$ cat config.mk
export PLATFORM = sky130hd
export DESIGN_NAME = axi_rd_scheduler_flat
export DESIGN_NICKNAME = d
export VERILOG_FILES = /design/src/rtl/axi_rd_scheduler_if.sv /design/src/rtl/axi_rd_scheduler.sv /design/src/flat_wrapper.sv
export SDC_FILE = /design/constraint.sdc
export NUM_CORES = 1
export LEC_CHECK = 0
export CORE_ASPECT_RATIO = 2
export CORE_MARGIN = 2
export CORE_UTILIZATION = 40
export CTS_BUF_LIST = sky130_fd_sc_hd__clkbuf_4 sky130_fd_sc_hd__clkbuf_8
export CTS_CLUSTER_SIZE = 10
export DETAILED_ROUTE_END_ITERATION = 7
export PLACE_DENSITY = 0.95
export SLEW_MARGIN = 20
export SYNTH_ARGS = -nofsm -noshare
export SYNTH_HDL_FRONTEND = slang
export SYNTH_SLANG_ARGS = --single-unit
$ cat constraint.sdc
create_clock -name aclk -period 5 [get_ports aclk]
set_clock_uncertainty 0.05 [all_clocks]
set_input_delay 1 -clock aclk [delete_from_list [all_inputs] [get_ports aclk]]
set_output_delay 1 -clock aclk [all_outputs]
set_load 0.02 [all_outputs]
$ cat src/rtl/axi_rd_scheduler_if.sv
`timescale 1ns/1ps
// axi_rd_scheduler_if: cache-side AR/R ports, write snoop and outer AXI read port
interface axi_rd_scheduler_if;
    // I-cache side
    logic [31:0] i_araddr;
    logic [3:0]  i_arlen;
    logic        i_arvalid;
    logic        i_arready;
    logic [31:0] i_rdata;
    logic        i_rlast;
    logic        i_rvalid;
    logic        i_rready;
    // D-cache side
    logic [31:0] d_araddr;
    logic [3:0]  d_arlen;
    logic [2:0]  d_arsize;
    logic        d_arvalid;
    logic        d_arready;
    logic [31:0] d_rdata;
    logic        d_rlast;
    logic        d_rvalid;
    logic        d_rready;
    // write-channel snoop
    logic [31:0] wr_awaddr;
    logic        wr_awfire;
    logic        wr_bfire;
    // outer AXI read-address channel
    logic [3:0]  arid;
    logic [31:0] araddr;
    logic [3:0]  arlen;
    logic [2:0]  arsize;
    logic [1:0]  arburst;
    logic        arvalid;
    logic        arready;
    // outer AXI read-data channel
    logic [3:0]  rid;
    logic [31:0] rdata;
    logic        rlast;
    logic        rvalid;
    logic        rready;

    // scheduler view (it is the AXI read master)
    modport master (
        input  i_araddr, i_arlen, i_arvalid, i_rready,
        output i_arready, i_rdata, i_rlast, i_rvalid,
        input  d_araddr, d_arlen, d_arsize, d_arvalid, d_rready,
        output d_arready, d_rdata, d_rlast, d_rvalid,
        input  wr_awaddr, wr_awfire, wr_bfire,
        output arid, araddr, arlen, arsize, arburst, arvalid,
        input  arready,
        input  rid, rdata, rlast, rvalid,
        output rready
    );

    // environment view (caches, write path and AXI slave)
    modport slave (
        output i_araddr, i_arlen, i_arvalid, i_rready,
        input  i_arready, i_rdata, i_rlast, i_rvalid,
        output d_araddr, d_arlen, d_arsize, d_arvalid, d_rready,
        input  d_arready, d_rdata, d_rlast, d_rvalid,
        output wr_awaddr, wr_awfire, wr_bfire,
        input  arid, araddr, arlen, arsize, arburst, arvalid,
        output arready,
        output rid, rdata, rlast, rvalid,
        input  rready
    );
endinterface

$ cat src/rtl/axi_rd_scheduler.sv
`timescale 1ns/1ps
// axi_rd_scheduler: arbitrates I-/D-cache read requests onto one AXI AR channel
// (D first, starvation guard for I, RAW hold against an in-flight write line)
// and steers R beats back to the requester by rid.
module axi_rd_scheduler #(
    parameter int unsigned STARVE_MAX = 8,
    parameter int unsigned LINE_OFF_W = 5
) (
    input logic                aclk,
    input logic                aresetn,
    axi_rd_scheduler_if.master bus
);
    localparam int unsigned      CNT_W      = $clog2(STARVE_MAX + 1);
    localparam int unsigned      LINE_W     = 32 - LINE_OFF_W;
    localparam logic [CNT_W-1:0] STARVE_LIM = CNT_W'(STARVE_MAX);

    typedef enum logic {
        AR_IDLE,
        AR_BUSY
    } ar_state_e;

    ar_state_e         state_q, state_d;
    logic              sel_d_q, sel_d_d;       // granted source: 1 = D, 0 = I
    logic [3:0]        arid_q, arid_d;
    logic [31:0]       araddr_q, araddr_d;
    logic [3:0]        arlen_q, arlen_d;
    logic [2:0]        arsize_q, arsize_d;
    logic [CNT_W-1:0]  starve_q, starve_d;
    logic              i_out_q, i_out_d;
    logic              d_out_q, d_out_d;
    logic              wr_out_q, wr_out_d;
    logic [LINE_W-1:0] wr_line_q, wr_line_d;

    logic i_elig;
    logic d_elig;
    logic grant_i;
    logic grant_d;
    logic ar_fire;
    logic rready_w;
    logic r_done;

    assign i_elig = bus.i_arvalid & ~i_out_q;
    assign d_elig = bus.d_arvalid & ~d_out_q
                  & ~(wr_out_q & (bus.d_araddr[31:LINE_OFF_W] == wr_line_q));

    // D wins unless I has lost STARVE_MAX times in a row; D still takes an idle slot I cannot use
    assign grant_d = (state_q == AR_IDLE) & d_elig & ((starve_q < STARVE_LIM) | ~i_elig);
    assign grant_i = (state_q == AR_IDLE) & i_elig & ~grant_d;
    assign ar_fire = (state_q == AR_BUSY) & bus.arready;

    assign bus.arvalid   = (state_q == AR_BUSY);
    assign bus.arid      = arid_q;
    assign bus.araddr    = araddr_q;
    assign bus.arlen     = arlen_q;
    assign bus.arsize    = arsize_q;
    assign bus.arburst   = 2'b01;
    assign bus.i_arready = ar_fire & ~sel_d_q;
    assign bus.d_arready = ar_fire & sel_d_q;

    // unknown rids are always accepted so a stray beat can never stall the bus
    assign rready_w     = (bus.rid == 4'd0) ? bus.i_rready :
                          (bus.rid == 4'd1) ? bus.d_rready : 1'b1;
    assign bus.rready   = rready_w;
    assign r_done       = bus.rvalid & rready_w & bus.rlast;
    assign bus.i_rvalid = bus.rvalid & (bus.rid == 4'd0);
    assign bus.d_rvalid = bus.rvalid & (bus.rid == 4'd1);
    assign bus.i_rdata  = bus.rdata;
    assign bus.d_rdata  = bus.rdata;
    assign bus.i_rlast  = bus.rlast;
    assign bus.d_rlast  = bus.rlast;

    // AR FSM next state and AR field capture on grant
    always_comb begin
        state_d  = state_q;
        sel_d_d  = sel_d_q;
        arid_d   = arid_q;
        araddr_d = araddr_q;
        arlen_d  = arlen_q;
        arsize_d = arsize_q;
        case (state_q)
            AR_IDLE: begin
                if (grant_d) begin
                    state_d  = AR_BUSY;
                    sel_d_d  = 1'b1;
                    arid_d   = 4'd1;
                    araddr_d = bus.d_araddr;
                    arlen_d  = bus.d_arlen;
                    arsize_d = bus.d_arsize;
                end else if (grant_i) begin
                    state_d  = AR_BUSY;
                    sel_d_d  = 1'b0;
                    arid_d   = 4'd0;
                    araddr_d = bus.i_araddr;
                    arlen_d  = bus.i_arlen;
                    arsize_d = 3'b010;
                end
            end
            AR_BUSY: begin
                if (bus.arready) begin
                    state_d = AR_IDLE;
                end
            end
            default: state_d = AR_IDLE;
        endcase
    end

    // starvation counter, outstanding flags and write-line tracking
    always_comb begin
        starve_d = starve_q;
        if (grant_i) begin
            starve_d = '0;
        end else if (grant_d & i_elig & (starve_q != STARVE_LIM)) begin
            starve_d = starve_q + CNT_W'(1);
        end

        // a new AR acceptance takes precedence over a same-cycle burst completion
        i_out_d = i_out_q;
        if (r_done & (bus.rid == 4'd0)) begin
            i_out_d = 1'b0;
        end
        if (ar_fire & ~sel_d_q) begin
            i_out_d = 1'b1;
        end

        d_out_d = d_out_q;
        if (r_done & (bus.rid == 4'd1)) begin
            d_out_d = 1'b0;
        end
        if (ar_fire & sel_d_q) begin
            d_out_d = 1'b1;
        end

        wr_out_d  = wr_out_q;
        wr_line_d = wr_line_q;
        if (bus.wr_awfire) begin
            wr_out_d  = 1'b1;
            wr_line_d = bus.wr_awaddr[31:LINE_OFF_W];
        end else if (bus.wr_bfire) begin
            wr_out_d = 1'b0;
        end
    end

    // AR FSM state and held AR fields
    always_ff @(posedge aclk or negedge aresetn) begin
        if (!aresetn) begin
            state_q  <= AR_IDLE;
            sel_d_q  <= 1'b0;
            arid_q   <= '0;
            araddr_q <= '0;
            arlen_q  <= '0;
            arsize_q <= '0;
        end else begin
            state_q  <= state_d;
            sel_d_q  <= sel_d_d;
            arid_q   <= arid_d;
            araddr_q <= araddr_d;
            arlen_q  <= arlen_d;
            arsize_q <= arsize_d;
        end
    end

    // tracking registers
    always_ff @(posedge aclk or negedge aresetn) begin
        if (!aresetn) begin
            starve_q  <= '0;
            i_out_q   <= 1'b0;
            d_out_q   <= 1'b0;
            wr_out_q  <= 1'b0;
            wr_line_q <= '0;
        end else begin
            starve_q  <= starve_d;
            i_out_q   <= i_out_d;
            d_out_q   <= d_out_d;
            wr_out_q  <= wr_out_d;
            wr_line_q <= wr_line_d;
        end
    end
endmodule

$ cat src/flat_wrapper.sv
// flat-port wrapper written by rule: the top's interface ports become plain ports
module axi_rd_scheduler_flat 
#(
    parameter int unsigned STARVE_MAX = 8,
    parameter int unsigned LINE_OFF_W = 5
)
  (aclk, aresetn, bus_i_araddr, bus_i_arlen, bus_i_arvalid, bus_i_rready, bus_i_arready, bus_i_rdata, bus_i_rlast, bus_i_rvalid, bus_d_araddr, bus_d_arlen, bus_d_arsize, bus_d_arvalid, bus_d_rready, bus_d_arready, bus_d_rdata, bus_d_rlast, bus_d_rvalid, bus_wr_awaddr, bus_wr_awfire, bus_wr_bfire, bus_arid, bus_araddr, bus_arlen, bus_arsize, bus_arburst, bus_arvalid, bus_arready, bus_rid, bus_rdata, bus_rlast, bus_rvalid, bus_rready);
  axi_rd_scheduler_if bus_i ();
  input logic aclk;
  input logic aresetn;
  input wire logic [$bits(bus_i.i_araddr)-1:0] bus_i_araddr;
  input wire logic [$bits(bus_i.i_arlen)-1:0] bus_i_arlen;
  input wire logic [$bits(bus_i.i_arvalid)-1:0] bus_i_arvalid;
  input wire logic [$bits(bus_i.i_rready)-1:0] bus_i_rready;
  output wire logic [$bits(bus_i.i_arready)-1:0] bus_i_arready;
  output wire logic [$bits(bus_i.i_rdata)-1:0] bus_i_rdata;
  output wire logic [$bits(bus_i.i_rlast)-1:0] bus_i_rlast;
  output wire logic [$bits(bus_i.i_rvalid)-1:0] bus_i_rvalid;
  input wire logic [$bits(bus_i.d_araddr)-1:0] bus_d_araddr;
  input wire logic [$bits(bus_i.d_arlen)-1:0] bus_d_arlen;
  input wire logic [$bits(bus_i.d_arsize)-1:0] bus_d_arsize;
  input wire logic [$bits(bus_i.d_arvalid)-1:0] bus_d_arvalid;
  input wire logic [$bits(bus_i.d_rready)-1:0] bus_d_rready;
  output wire logic [$bits(bus_i.d_arready)-1:0] bus_d_arready;
  output wire logic [$bits(bus_i.d_rdata)-1:0] bus_d_rdata;
  output wire logic [$bits(bus_i.d_rlast)-1:0] bus_d_rlast;
  output wire logic [$bits(bus_i.d_rvalid)-1:0] bus_d_rvalid;
  input wire logic [$bits(bus_i.wr_awaddr)-1:0] bus_wr_awaddr;
  input wire logic [$bits(bus_i.wr_awfire)-1:0] bus_wr_awfire;
  input wire logic [$bits(bus_i.wr_bfire)-1:0] bus_wr_bfire;
  output wire logic [$bits(bus_i.arid)-1:0] bus_arid;
  output wire logic [$bits(bus_i.araddr)-1:0] bus_araddr;
  output wire logic [$bits(bus_i.arlen)-1:0] bus_arlen;
  output wire logic [$bits(bus_i.arsize)-1:0] bus_arsize;
  output wire logic [$bits(bus_i.arburst)-1:0] bus_arburst;
  output wire logic [$bits(bus_i.arvalid)-1:0] bus_arvalid;
  input wire logic [$bits(bus_i.arready)-1:0] bus_arready;
  input wire logic [$bits(bus_i.rid)-1:0] bus_rid;
  input wire logic [$bits(bus_i.rdata)-1:0] bus_rdata;
  input wire logic [$bits(bus_i.rlast)-1:0] bus_rlast;
  input wire logic [$bits(bus_i.rvalid)-1:0] bus_rvalid;
  output wire logic [$bits(bus_i.rready)-1:0] bus_rready;
  assign bus_i.i_araddr = bus_i_araddr;
  assign bus_i.i_arlen = bus_i_arlen;
  assign bus_i.i_arvalid = bus_i_arvalid;
  assign bus_i.i_rready = bus_i_rready;
  assign bus_i_arready = bus_i.i_arready;
  assign bus_i_rdata = bus_i.i_rdata;
  assign bus_i_rlast = bus_i.i_rlast;
  assign bus_i_rvalid = bus_i.i_rvalid;
  assign bus_i.d_araddr = bus_d_araddr;
  assign bus_i.d_arlen = bus_d_arlen;
  assign bus_i.d_arsize = bus_d_arsize;
  assign bus_i.d_arvalid = bus_d_arvalid;
  assign bus_i.d_rready = bus_d_rready;
  assign bus_d_arready = bus_i.d_arready;
  assign bus_d_rdata = bus_i.d_rdata;
  assign bus_d_rlast = bus_i.d_rlast;
  assign bus_d_rvalid = bus_i.d_rvalid;
  assign bus_i.wr_awaddr = bus_wr_awaddr;
  assign bus_i.wr_awfire = bus_wr_awfire;
  assign bus_i.wr_bfire = bus_wr_bfire;
  assign bus_arid = bus_i.arid;
  assign bus_araddr = bus_i.araddr;
  assign bus_arlen = bus_i.arlen;
  assign bus_arsize = bus_i.arsize;
  assign bus_arburst = bus_i.arburst;
  assign bus_arvalid = bus_i.arvalid;
  assign bus_i.arready = bus_arready;
  assign bus_i.rid = bus_rid;
  assign bus_i.rdata = bus_rdata;
  assign bus_i.rlast = bus_rlast;
  assign bus_i.rvalid = bus_rvalid;
  assign bus_rready = bus_i.rready;
  axi_rd_scheduler #(.STARVE_MAX(STARVE_MAX), .LINE_OFF_W(LINE_OFF_W)) u_core (.aclk(aclk), .aresetn(aresetn), .bus(bus_i));
endmodule
==> flow_summary.toml, run 1 <==
[timing]
max_slew_margin = 0.349
hold_viol = 0
worst_pin_slew_ns = 0.976
setup_ws_ns = 1.38
fin_crit_sh = 0.724
fin_crit_ns = 3.62
final_max_slew_viol_count = 0
rsz0062_at_grt = "false"
tns_ns = 0
fmax_mhz = 276
finalSetupViolCount = 0

[pwr]
p_leak_nw = 2.33
power_density_nw_per_um2 = 487
vdd_ir_drop_max_uv = 330

[synthesis]
avgSynthCellArea_um2 = 11.7
syn_area_um2 = 4150
synth-edff-count = 0
synth-main-ff-cell = "dfrtp_1"
synth_async_sr_flop_share = 1.00
ys_ff_latch = 75
yosys_warnings = 0
yosysUniqueCellTypes = 40
ys_seq_area_frac = 0.453
synthTopCellsByCount = "dfrtp_1 (75), buf_4 (72), a221o_1 (35)"
synth_top_cell_area_share = 0.453
synthTopCellsByArea = "dfrtp_1 (45%), buf_4 (13%), a221o_1 (8.5%)"
synth_cells = 354
synth_top_area_cell = "dfrtp_1"
synth_most_common_cell = "dfrtp_1"

[clock_tree]
cts_root_buffer = "clkbuf_8"
htreeDepth = 3
cts_resized = 0
clk_path_buf_depth = 2
cts_sinks = 75
clk_pin_slew_ns = 0.08
cts.hold.buffers_added = 0
cts_tree = "done"
clk_latency_ns = 0.35
postCtsSetupRepairBufs = 0
numCtsBuffers = 9

[final_layout]
n_antenna_cell = 0
layout.nets = 606
final_cell_area_um2 = 5640
syn_to_final_growth_pct = 36.0
layout-drive-gt1-share = 0.191

[global_routing]
antenna_found_initial = 0
grt_pass1_vias = 3398
gr-usage-all-layers = 0.215
grt_pass1_wl_um = 18400
grt_max_degree = 76
globalRouteOverflowTotal = 0

[critical_path]
reg2reg_from = "u_core.wr_line_q[8]"
critPathKind = "in2out"
endpoint = "bus_rready"
required_ns = 3.95
crit_start = "bus_rid[1]"
rrSetupSlack_ns = 2.25
r2r-end = "u_core.bus.araddr[26]"
crit_chain = "clkdlybuf4s50_1, nor3_1, nand2_1, o22a_1, clkdlybuf4s50_1"
cp_max_fo = 3
worstSetupStartpointType = "input port"
worstPathArrival_ns = 2.57
critical-path-max-stage-delay_ns = 0.54
slowest_stage = "clkdlybuf4s50_1"
cp_common_cell = "clkdlybuf4s50_1"
r2r.worst_path.cells = 7
cp-end-kind = "output pin"

[floorplan]
die_area_um2 = 11200
io_pins = 271
initial_utilization = 0.411
fp.dieW_um = 76.0
dieHeight_um = 148
fp.coreArea_um2 = 10100
num_rows = 52

[route]
ant_nets = 0
drc = 0
vias_per_cell = 5.29
via_count = 3120
drt_iter0_markers = 67
wl_per_cell_um = 20.4
wl_um = 12100
first_pass_iters = 4

[flow_run]
cap_violations = 0

[placement]
placement.io_buffers = 164
place_area_um2 = 5350
dpl.hpwl_um = 9210
post-place-ws_ns = 1.13
routabilityCongestion = 0.772

[run_status]
status = "finished, final reports clean"

[min_path]
worstHoldPathType = "reg2reg"
## through the flow
step	hold slack, ns	util	power (mW)	std cells
after floorplan	0.405	-	1.66	357
after global placement	0.434	0.531	2.09	573
after detailed placement	0.455	0.530	2.13	573
after CTS	0.472	0.556	2.77	589
after global routing	0.490	0.559	2.88	590
final	0.474	0.559	2.75	590
## worst min-delay path by stage
| stage | start | to | slack [ns] | cells after the start |
|---|---|---|---|---|
| 2_1_floorplan | u_core.wr_out_q | u_core.wr_out_q | 0.41 | 1 |
| 3_3_place_gp | u_core.wr_out_q | u_core.wr_out_q | 0.43 | 1 |
| 3_5_place_dp | u_core.wr_out_q | u_core.wr_out_q | 0.45 | 1 |
| 4_1_cts | u_core.wr_out_q | u_core.wr_out_q | 0.47 | 1 |
| 5_1_grt | u_core.wr_line_q[24] | u_core.wr_line_q[24] | 0.49 | 1 |
| 6_report | u_core.wr_out_q | u_core.wr_out_q | 0.47 | 1 |
## where the power goes
group	total [mW]	leakage, nW	internal, mW	switching [mW]
clock network	0.617	0.125	0.381	0.236
registers	0.911	0.909	0.801	0.110
logic	1.22	1.29	0.657	0.560
## layer usage
metal	share of wire	track usage
met5	0	0
met4	0.063	0.150
met3	0.055	0.0507
met2	0.56	0.403
met1	0.32	0.203
## cell families (layout without fill, tap and decap cells)
group | count (synthesis) | after routing | synth area share
flip-flops | 75 | 75 | 0.453
other | 2 | 5 | 0.00181
buffers and inverters | 92 | 190 | 0.164
AND/OR/NAND/NOR | 74 | 74 | 0.120
multiplexers | 29 | 29 | 0.0794
adder cells (fa/ha/maj) | 2 | 2 | 0.00604
AO/OA/AOI/OAI | 53 | 53 | 0.120
XOR/XNOR | 27 | 27 | 0.0570
## sequential cells by signal, indices dropped and copies added, names as in the netlist
| register | cells |
|---|---|
| u_core.bus.arvalid | 1 |
| u_core.bus.araddr | 32 |
| u_core.d_out_q | 1 |
| u_core.bus.arlen | 4 |
| u_core.i_out_q | 1 |
| u_core.wr_line_q | 27 |
| u_core.bus.arid | 1 |
| u_core.wr_out_q | 1 |
| u_core.bus.arsize | 3 |
| u_core.starve_q | 4 |
## critical path: cells and delay by family
family	cells	cell delay [ns]
buffers and inverters	2	0.94
AO/OA/AOI/OAI	1	0.24
AND/OR/NAND/NOR	2	0.39
## final cells by class
cell class | instances | area [µm²]
Sequential cell | 75 | 1880
Timing Repair Buffer | 168 | 1680
Clock buffer | 9 | 124
Clock inverter | 7 | 140
Tap cell | 135 | 169
Inverter | 6 | 22.5
Fill cell | 876 | 4450
Multi-Input combinational cell | 190 | 1620
## cell usage in the layout (no fill, tap or decap), types with 5 or more instances in the layout
cell | Yosys | final
and2_2 | 28 | 28
clkdlybuf4s50_1 | 0 | 162
conb_1 | 2 | 5
and2_1 | 8 | 8
dfrtp_1 | 75 | 75
xor2_1 | 27 | 27
a22o_1 | 5 | 5
nand2_1 | 6 | 6
mux2_2 | 28 | 28
clkbuf_8 | 3 | 9
nor4_1 | 10 | 10
a221o_1 | 35 | 35
inv_1 | 6 | 6
Note: power is estimated with default switching activity, not from simulation.
==> run 2, diff against run 1 <==
CORE_UTILIZATION = 34   (was 40)
PLACE_DENSITY = 0.87   (was 0.95)
clock period = 3.1 ns   (was 5 ns; I/O delays follow)
==> flow_summary.toml, run 2 (synthesis results as in run 1) <==
[run_status]
status = "finished, final reports clean"

[final_layout]
stdcell_count = 609
fin_util = 0.471
seqCellArea_um2 = 1880
layout-drive-gt1-share = 0.200
final_common_cell = "clkdlybuf4s50_1"
largest_register_ffs = 32
layout.nets = 612
syn_to_final_growth_pct = 36.9
n_fill_cell = 1085
multiInputGateArea_um2 = 1620
final_cell_mix = "clkdlybuf4s50_1 (163), dfrtp_1 (75), a221o_1 (35)"

[critical_path]
required_ns = 2.43
cp_common_cell = "clkdlybuf4s50_1"
reg2reg_from = "u_core.wr_line_q[7]"
rrSetupSlack_ns = 0.72
r2r.worst_path.cells = 8
critical-path-max-stage-delay_ns = 0.60
worstPathArrival_ns = 2.22
r2r-end = "u_core.bus.araddr[0]"
crit_chain = "clkdlybuf4s50_1, nor3_1, nand2_1, o22a_1, clkdlybuf4s50_1"
cp_max_fo = 3
critPathKind = "in2out"
worstSetupStartpointType = "input port"
cp-end-kind = "output pin"
slowest_stage = "clkdlybuf4s50_1"

[placement]
dp.cells = 590
routabilityCongestion = 0.819
placement.io_buffers = 164
dpl.hpwl_um = 9630

[route]
wl_um = 12500
drc = 0
via_count = 3088
wl_per_cell_um = 20.5
vias_per_cell = 5.07
ant_nets = 0
drt_iter0_markers = 165
first_pass_iters = 5

[floorplan]
io_pins = 271
fp.dieW_um = 82.1
dieHeight_um = 160
num_rows = 57
initial_utilization = 0.344
fp.coreArea_um2 = 12100
die_area_um2 = 13100

[flow_run]
cap_violations = 0

[timing]
finalSetupViolCount = 0
hold_ws_ns = 0.152
tns_ns = 0
final_max_slew_viol_count = 0
fin_crit_sh = 0.931
rsz0062_at_grt = "false"
fin_crit_ns = 2.89
hold_viol = 0
fmax_mhz = 347
worst_pin_slew_ns = 0.661
max_slew_margin = 0.558

[global_routing]
antenna_found_initial = 2
gr-usage-all-layers = 0.191
globalRouteOverflowTotal = 0
grt_pass1_vias = 3399
grt_pass1_wl_um = 18300
grt_max_degree = 76

[pwr]
power_density_nw_per_um2 = 754
vdd_ir_drop_max_uv = 401
p_leak_nw = 2.35

[clock_tree]
clk_path_buf_depth = 2
cts_tree = "done"
cts_sinks = 75
htreeDepth = 3
cts.hold.buffers_added = 0
cts_resized = 0
postCtsSetupRepairBufs = 0
clk_latency_ns = 0.35
numCtsBuffers = 9
cts_root_buffer = "clkbuf_8"
clk_pin_slew_ns = 0.09

[min_path]
worstHoldPathType = "in2async"
run 2: cell count changes in the layout (fill, tap and decap cells not counted):
cell and delta:
buf_16 +1, buf_2 -1, buf_4 +5, bufinv_16 -3
clkbuf_8 +3, clkdlybuf4s50_1 +1, clkinv_2 +1, clkinvlp_4 -1
diode_2 +1
run 2: metal layers:
layer | share of wire | track usage | wire length, µm
met4 | 0.072 | 0.135 | 896
met1 | 0.32 | 0.177 | 3950
met5 | 0.00088 | 0 | 11
met2 | 0.54 | 0.341 | 6740
met3 | 0.074 | 0.0514 | 924
run 2: per-stage QoR:
stage	power (mW)	worst slack, ns	area [µm²]
floorplan	2.67	0.843	4160
CTS	4.31	0.205	5620
detailed placement	3.47	-0.151	5400
global route	4.53	0.148	5670
finish	4.28	0.214	5670
global placement	3.39	-0.0586	5400
run 2: how the worst max path moves through the flow:
| stage | start | to | cells past startpoint |
|---|---|---|---|
| after floorplan | bus_d_araddr[13] | u_core.bus.araddr[10] | 7 |
| after global placement | bus_d_araddr[12] | u_core.bus.araddr[14] | 8 |
| after detailed placement | bus_d_araddr[12] | u_core.bus.araddr[19] | 8 |
| after CTS | bus_rid[1] | bus_rready | 5 |
| after global routing | bus_rid[1] | bus_rready | 5 |
| final | bus_rid[1] | bus_rready | 5 |
run 2: critical path, delay by kind of cell:
kind | cells | cell delay [ns]
AOI/OAI and AO/OA | 1 | 0.22
buffers and inverters | 2 | 1.00
and+or+nand+nor | 2 | 0.37
run 2: final cells by class:
type / instances / share of cell area
clock inverters: 4 / 0.00838
clock buffers: 12 / 0.0291
repair buffers: 174 / 0.309
multi-input cells: 190 / 0.286
diodes: 1 / 0.000441
well taps: 147 / 0.0324
inverters: 6 / 0.00397
flip-flops and latches: 75 / 0.331
run 2: power breakdown:
part           internal, mW  switching (mW)  leakage, nW
clock network         0.436           0.377        0.108
logic                  1.08           0.918         1.33
registers              1.29           0.178        0.909
total                  2.81            1.47         2.35
==> run 3, diff against run 2 <==
PLACE_DENSITY = 0.84   (was 0.87)
==> flow_summary.toml, run 3 (synthesis results as in run 1) <==
[run_status]
status = "finished, final reports clean"

[pwr]
power_mw = 4.24
power_density_nw_per_um2 = 754
p_leak_nw = 2.31
vdd_ir_drop_max_uv = 387

[timing]
fin_crit_sh = 0.927
tns_ns = 0
hold_ws_ns = 0.374
finalSetupViolCount = 0
fmax_mhz = 348
worst_pin_slew_ns = 0.957
hold_viol = 0
final_max_slew_viol_count = 0
rsz0062_at_grt = "false"
max_slew_margin = 0.362
fin_crit_ns = 2.87

[global_routing]
antenna_found_initial = 1
grt_pass1_wl_um = 17600
grt_pass1_vias = 3387
grt_max_degree = 76
globalRouteOverflowTotal = 0
gr-usage-all-layers = 0.183

[final_layout]
layout.nets = 608
largest_register_ffs = 32
n_fill_cell = 1087
final_common_cell = "clkdlybuf4s50_1"
multiInputGateArea_um2 = 1630
stdcell_count = 604
final_cell_mix = "clkdlybuf4s50_1 (163), dfrtp_1 (75), a221o_1 (35)"
seqCellArea_um2 = 1880
syn_to_final_growth_pct = 35.7
layout-drive-gt1-share = 0.191
final_cell_area_um2 = 5630

[placement]
place_area_um2 = 5420
routabilityCongestion = 0.767
dpl.hpwl_um = 9160
dp.cells = 588
placement.io_buffers = 164

[critical_path]
cp-end-kind = "output pin"
reg2reg_from = "u_core.wr_line_q[2]"
critPathKind = "in2out"
worstSetupStartpointType = "input port"
required_ns = 2.43
worstPathArrival_ns = 2.20
crit_start = "bus_rid[3]"
cp_max_fo = 3

[route]
first_pass_iters = 4
via_count = 3045
vias_per_cell = 5.04
ant_nets = 0
wl_um = 11900
drc = 0
drt_iter0_markers = 124
wl_per_cell_um = 19.7

[floorplan]
initial_utilization = 0.344
io_pins = 271
fp.dieW_um = 82.1
dieHeight_um = 160
die_area_um2 = 13100
fp.coreArea_um2 = 12100
num_rows = 57

[min_path]
worstHoldPathType = "in2async"

[clock_tree]
cts_root_buffer = "clkbuf_8"
clk_latency_ns = 0.35
numCtsBuffers = 9
clk_path_buf_depth = 2
cts_resized = 0
clk_pin_slew_ns = 0.08
cts_sinks = 75
cts.hold.buffers_added = 0
cts_tree = "done"
postCtsSetupRepairBufs = 0
htreeDepth = 3

[flow_run]
cap_violations = 0
run 3: power by group:
part           switching (mW)  leakage [nW]  total [mW]  internal [mW]
Combinational           0.919          1.31        2.00           1.08
Clock                   0.371        0.0974       0.781          0.410
Sequential              0.172         0.909        1.46           1.29
run 3: path summary, 6_finish.rpt:
path / depth (start not counted) / to / slack (ns)
max: 5 / bus_rready / 0.23
min: 1 / u_core.wr_line_q[22] / 0.37
min reg2reg: 1 / u_core.wr_out_q / 0.45
max reg2reg: 7 / u_core.bus.araddr[28] / 0.79
min in group aclk: 1 / u_core.wr_out_q / 0.45
max in group asynchronous: 1 / u_core.bus.araddr[13] / 2.02
run 3: layout make-up:
cell class,count,area share
Tap cell,147,0.0327
Clock inverter,4,0.00890
Inverter,6,0.00400
Clock buffer,11,0.0269
Multi-Input combinational cell,190,0.290
Timing Repair Buffer,170,0.304
Sequential cell,75,0.334
Antenna cell,1,0.000445
run 3: critical path, stage by stage:
cell,delay (ns)
clkdlybuf4s50_1,0.42
nor3_1,0.25
nand2_1,0.13
o22a_1,0.24
clkdlybuf4s50_1,0.54
run 3: routing by layer:
metal,GRT usage,part of all wire
met1,0.177,0.33
met2,0.336,0.56
met3,0.0316,0.054
met4,0.115,0.057
met5,0,0
run 3: per-stage QoR:
stage / setup slack (ns) / util
after floorplan: 0.843 / -
after global placement: 0.0905 / 0.450
after detailed placement: 0.0388 / 0.450
after CTS: 0.216 / 0.467
after global routing: 0.129 / 0.467
final: 0.227 / 0.467
